[config.mk]
export PLATFORM = sky130hd
export DESIGN_NAME = input_conditioner
export DESIGN_NICKNAME = d
export VERILOG_FILES = /design/src/rtl/input_conditioner.sv
export SDC_FILE = /design/constraint.sdc
export NUM_CORES = 1
export LEC_CHECK = 0
export ABC_CLOCK_PERIOD_IN_PS = 2000
export CORE_MARGIN = 4
export CORE_UTILIZATION = 50
export CTS_BUF_LIST = sky130_fd_sc_hd__clkbuf_4
export DETAILED_ROUTE_END_ITERATION = 16
export PLACE_DENSITY_LB_ADDON = 0.2
export SYNTH_ARGS = -nofsm -noshare
export SYNTH_HDL_FRONTEND = slang
export SYNTH_SLANG_ARGS = --single-unit
[constraint.sdc]
create_clock -name CLOCK_50 -period 2 [get_ports CLOCK_50]
set_input_delay 0.6 -clock CLOCK_50 [delete_from_list [all_inputs] [get_ports CLOCK_50]]
set_output_delay 0.6 -clock CLOCK_50 [all_outputs]
set_load 0.01 [all_outputs]
[src/rtl/input_conditioner.sv]
// Key front-end: two-flop synchroniser, per-channel debounce, press/release pulses.
// Optional auto-repeat on press when INPUT_CONDITIONER_AUTOREPEAT_EN is defined.
module input_conditioner #(
    parameter int unsigned      N_BTN           = 4,
    parameter int unsigned      DEBOUNCE_CYCLES = 500000,
    parameter int unsigned      REPEAT_DELAY    = 12500000,
    parameter int unsigned      REPEAT_PERIOD   = 2500000,
    parameter logic [N_BTN-1:0] REPEAT_MASK     = {N_BTN{1'b1}}
) (
    input  logic             CLOCK_50,
    input  logic             reset_n,
    input  logic [N_BTN-1:0] key_n,
    output logic [N_BTN-1:0] btn_level,
    output logic [N_BTN-1:0] btn_press,
    output logic [N_BTN-1:0] btn_release
);

    localparam int unsigned   CW     = $clog2(DEBOUNCE_CYCLES);
    localparam logic [CW-1:0] DB_MAX = CW'(DEBOUNCE_CYCLES - 1);

    if (DEBOUNCE_CYCLES < 2 || REPEAT_DELAY < 2 || REPEAT_PERIOD < 2 ||
        $bits(REPEAT_MASK) != N_BTN) begin : g_bad_params
        $error("input_conditioner: illegal parameter value");
    end

    logic [N_BTN-1:0] sync1_q, sync2_q, sync_q;
    logic [N_BTN-1:0] level_q, press_q, release_q;
    logic [N_BTN-1:0] rise, fall, press_d;
    logic [CW-1:0]    cnt_q [N_BTN];

    // Flops reset to 1 so a released key produces no spurious edge.
    always_ff @(posedge CLOCK_50 or negedge reset_n) begin
        if (!reset_n) begin
            sync1_q <= '1;
            sync2_q <= '1;
        end else begin
            sync1_q <= key_n;
            sync2_q <= sync1_q;
        end
    end

    assign sync_q = ~sync2_q;

    for (genvar i = 0; i < N_BTN; i++) begin : g_ch
        logic toggle;

        assign toggle  = (sync_q[i] != level_q[i]) && (cnt_q[i] == DB_MAX);
        assign rise[i] = toggle & ~level_q[i];
        assign fall[i] = toggle & level_q[i];

        always_ff @(posedge CLOCK_50 or negedge reset_n) begin
            if (!reset_n) begin
                cnt_q[i]   <= '0;
                level_q[i] <= 1'b0;
            end else if (sync_q[i] == level_q[i]) begin
                cnt_q[i] <= '0;
            end else if (cnt_q[i] == DB_MAX) begin
                cnt_q[i]   <= '0;
                level_q[i] <= ~level_q[i];
            end else begin
                cnt_q[i] <= cnt_q[i] + CW'(1);
            end
        end
    end

`ifdef INPUT_CONDITIONER_AUTOREPEAT_EN
    localparam int unsigned RMAX = (REPEAT_DELAY > REPEAT_PERIOD) ? REPEAT_DELAY : REPEAT_PERIOD;
    localparam int unsigned RW   = $clog2(RMAX);
    localparam logic [RW-1:0] RD_MAX = RW'(REPEAT_DELAY - 1);
    localparam logic [RW-1:0] RP_MAX = RW'(REPEAT_PERIOD - 1);

    localparam logic [1:0] ST_IDLE = 2'd0;
    localparam logic [1:0] ST_HOLD = 2'd1;
    localparam logic [1:0] ST_REP  = 2'd2;

    logic [N_BTN-1:0] rpt;

    for (genvar i = 0; i < N_BTN; i++) begin : g_rpt
        if (REPEAT_MASK[i]) begin : g_on
            logic [1:0]    state_q;
            logic [RW-1:0] rcnt_q;
            logic          fire;

            assign fire = ((state_q == ST_HOLD) && (rcnt_q == RD_MAX)) ||
                          ((state_q == ST_REP)  && (rcnt_q == RP_MAX));
            // A release on the expiry edge suppresses the repeat pulse.
            assign rpt[i] = fire & ~fall[i];

            always_ff @(posedge CLOCK_50 or negedge reset_n) begin
                if (!reset_n) begin
                    state_q <= ST_IDLE;
                    rcnt_q  <= '0;
                end else if (fall[i]) begin
                    state_q <= ST_IDLE;
                    rcnt_q  <= '0;
                end else begin
                    case (state_q)
                        ST_IDLE: begin
                            rcnt_q <= '0;
                            if (rise[i]) state_q <= ST_HOLD;
                        end
                        ST_HOLD: begin
                            if (fire) begin
                                state_q <= ST_REP;
                                rcnt_q  <= '0;
                            end else begin
                                rcnt_q <= rcnt_q + RW'(1);
                            end
                        end
                        ST_REP: begin
                            if (fire) rcnt_q <= '0;
                            else      rcnt_q <= rcnt_q + RW'(1);
                        end
                        default: begin
                            state_q <= ST_IDLE;
                            rcnt_q  <= '0;
                        end
                    endcase
                end
            end
        end else begin : g_off
            assign rpt[i] = 1'b0;
        end
    end

    assign press_d = rise | rpt;
`else
    assign press_d = rise;
`endif

    always_ff @(posedge CLOCK_50 or negedge reset_n) begin
        if (!reset_n) begin
            press_q   <= '0;
            release_q <= '0;
        end else begin
            press_q   <= press_d;
            release_q <= fall;
        end
    end

    assign btn_level   = level_q;
    assign btn_press   = press_q;
    assign btn_release = release_q;

endmodule

==> impl_metrics.csv <==
group,metric,value,unit
pwr,power_frac_comb,4.5,%
drt,firstDrtPassIters,5,
clocking,clk_pin_slew,140,ps
timing,setup_tns,0,ps
cells_and_area,layout_commonest_cell,"dfrtp_1",
worst_setup_path,cp_max_fo,1,
die,num_rows,34,
drt,ant_nets,0,
worst_setup_path,critPathLaunch,"btn_release[1]$_DFF_PN0_",
pwr,p_seq_share,63.3,%
drt,wl_met3,264,um
clocking,htree_num_levels,3,
worst_setup_path,end_kind,"output pin",
clocking,clockBufferDepth,2,
worst_setup_path,r2r_cells,4,
die,die_h,102,um
worst_setup_path,cp-endpoint,"btn_release[1]",
place,port_buffers,17,
yosys,synth_nets,443,
timing,max_freq,522,MHz
timing,relSlewSlack,61.0,%
yosys,async_reset_ff_share,100,%
global_route,grt_max_degree,43,
clocking,cts.sinks,96,
timing,grt_setup_unrepaired,"false",
clocking,root_buffer,"clkbuf_4",
timing,report.final.slew_viol_count,0,
job,cap_viol_max_count,0,
drt,highest-signal-layer,"met4",
worst_setup_path,crit_family,"buffers and inverters",
pwr,vdd_ir_drop_max,0.408,mV
drt,met1Wirelength,3780,um
cells_and_area,drive_above_1_share,12.4,%
drt,wirelength,7980,um
drt,drc,0,
worst_setup_path,cp-start-kind,"register",
timing,fin_skew,13.9,ps
yosys,synth-edff-count,0,
pwr,p_int,2420,uW
cells_and_area,layout.cells.non_filler,592,
timing,setup-violations-final,0,
cells_and_area,antenna_cells,0,
timing,tightest_slew,579,ps
cells_and_area,design_area,5080,sq um
worst_setup_path,critical_path_class,"reg -> out",
place,gp_congestion,0.856,
global_route,grt_pass1_vias,3168,
cells_and_area,fillerInstances,755,
cells_and_area,seqCellArea,2410,sq um
worst_setup_path,reg2reg_to,"cnt_q[36]$_DFF_PN0_",
pwr,power.density,622,nW/um^2
pwr,p_leak,0.00209,uW
timing,min_period_over_period,95.7,%
cells_and_area,multi_input_area,1930,sq um
clocking,ctsHoldBuffers,0,
place,placedCellCount,573,
worst_setup_path,cpMaxStageDelayCell,"clkdlybuf4s50_1",
timing,hold_viol_final,0,
yosys,yosysSeqAreaShare,54.3,%
yosys,synth-seq-cells,96,
yosys,synthFlopType,"dfrtp_1",
cells_and_area,area_growth,14.4,%
die,ios,18,
status,status,"finished clean",
yosys,syn_avg_cell_area,10.3,sq um
die,dieWidth,102,um
global_route,track_usage,17.1,%
global_route,grt_pass1_wl,14300,um
place,hpwlAfterDp,5620,um
cells_and_area,postLayoutCoreUtil,58.6,%
die,initial_core_util,51.2,%
pwr,power.share.switching,23.4,%
hold_path,worstHoldPathType,"in -> async",
die,core_area,8680,sq um
yosys,syn-cell-area,4440,sq um
worst_setup_path,worst-r2r-setup-slack,90,ps
drt,viasPerCell,5.47,
pwr,switchingPower,740,uW
worst_setup_path,worstReg2RegStart,"cnt_q[23]$_DFF_PN0_",
yosys,ys_warn_count,0,
worst_setup_path,required,1400,ps
global_route,antenna_found_initial,0,
drt,vias,3237,
timing,hold_ws,56.7,ps
global_route,grt_overflow,0,
yosys,ys_types,36,
worst_setup_path,cp.depth,1,
place,placed_area,4910,sq um
worst_setup_path,crit_chain,"clkdlybuf4s50_1",
clocking,cts_buffers,9,
die,dieArea,10500,sq um
worst_setup_path,path_buf_inv,1,
timing,period_minus_slack,1910,ps
yosys,synth_cells,433,
pwr,pwr-share-clk,32.2,%
worst_setup_path,cp_slowest_stage_delay,530,ps
clocking,cts_tree,"done",
worst_setup_path,arrival,1310,ps
cells_and_area,final_cell_mix,"88 x dfrtp_1, 65 x nor2_1, 34 x xnor2_1",
drt,dr_wl_met2,3880,um
drt,wire_per_inst,13.5,um
drt,drt_iter0_markers,99,
cells_and_area,fin_nets,489,
clocking,clock_latency,430,ps
-- synth_stat cells (4+ instances only) --
cell type  instances  share of area (%)
dfrtp_1           88                 50
nor2_1            65                5.5
xnor2_1           34                6.7
nand2_1           26                2.2
nand4_1           23                3.2
nand3_1           21                2.4
xor2_1            21                4.1
nor4_1            19                2.7
inv_1             18                1.5
a21oi_1           16                1.8
or4_1             12                2.0
or3_1             10                1.4
o21ai_0            9                1.0
dfstp_2            8                4.7
o31ai_1            8                1.4
and3_1             7               0.99
clkbuf_1           6               0.51
and2_1             5               0.70
and4_1             5               0.99
nor3_1             5               0.56
ha_1               4                1.1
-- power groups by stage --
| stage | logic [uW] | clock network [uW] | registers [uW] |
|---|---|---|---|
| after floorplan | 58.6 | 0 | 2030 |
| after global placement | 142 | 0 | 2040 |
| after detailed placement | 146 | 0 | 2040 |
| after CTS | 146 | 1080 | 2000 |
| after global routing | 165 | 1140 | 2010 |
| final | 141 | 1020 | 2000 |
-- per-layer routing --
layer / vias to the layer above / track usage (%)
met3: 4 / 4.64
met5: - / 0
met1: 1570 / 22.4
li1: 1624 / -
met4: 0 / 4.64
met2: 39 / 28.0
-- through the flow --
stage                     worst slack (ps)  total power, uW
after floorplan                        103             2090
after global placement                 138             2180
after detailed placement              34.3             2180
after CTS                             9.67             3230
after global routing                  1.18             3310
final                                 85.7             3160
-- worst reg2reg max path, cell delays in order (launching register included) --
cell	delay [ps]
dfrtp_1	430
nand3_2	130
or4_4	600
or4_1	500
a21oi_1	180
-- cell type report --
class,instances,area share (%)
clock buffer,10,1.48
clock inverter,6,1.16
inverter,18,1.33
multi-input combinational,310,38.0
sequential,96,47.5
tap,108,2.66
timing repair buffer,44,7.90
-- worst min path at each step --
| stage | from | endpoint | cells after the start |
|---|---|---|---|
| 2_1_floorplan | reset_n | btn_level[0]$_DFFE_PN0N_ | 0 |
| 3_3_place_gp | sync1_q[3]$_DFF_PN1_ | sync2_q[3]$_DFF_PN1_ | 0 |
| 3_5_place_dp | sync1_q[3]$_DFF_PN1_ | sync2_q[3]$_DFF_PN1_ | 0 |
| 4_1_cts | reset_n | btn_press[0]$_DFF_PN0_ | 1 |
| 5_1_grt | reset_n | btn_press[0]$_DFF_PN0_ | 1 |
| 6_report | reset_n | btn_press[0]$_DFF_PN0_ | 1 |
-- cells by family (layout without fill, tap and decap cells) --
family          count (synthesis)  after routing  share of synthesized area, %
simple gates                  209            209                          24.8
buf+inv                        27             78                          2.37
fa+ha+maj                       4              4                          1.13
flops                          96             96                          54.3
xor+xnor                       55             55                          10.8
mux                             3              3                         0.676
compound gates                 39             39                          5.91
-- what timing repair did --
action,4_1_cts,5_1_grt
endpoints found under the setup margin,5,4
pin swaps,0,0
setup buffers,3,0
cloned,0,0
hold endpoints to repair,0,0
gates resized for setup,3,4
-- registers in the layout, summed over array words and instances, names as in the netlist --
name	count
cnt_q	76
btn_level	4
btn_press	4
btn_release	4
sync1_q	4
sync2_q	4
Note: power is estimated with default switching activity, not from simulation.
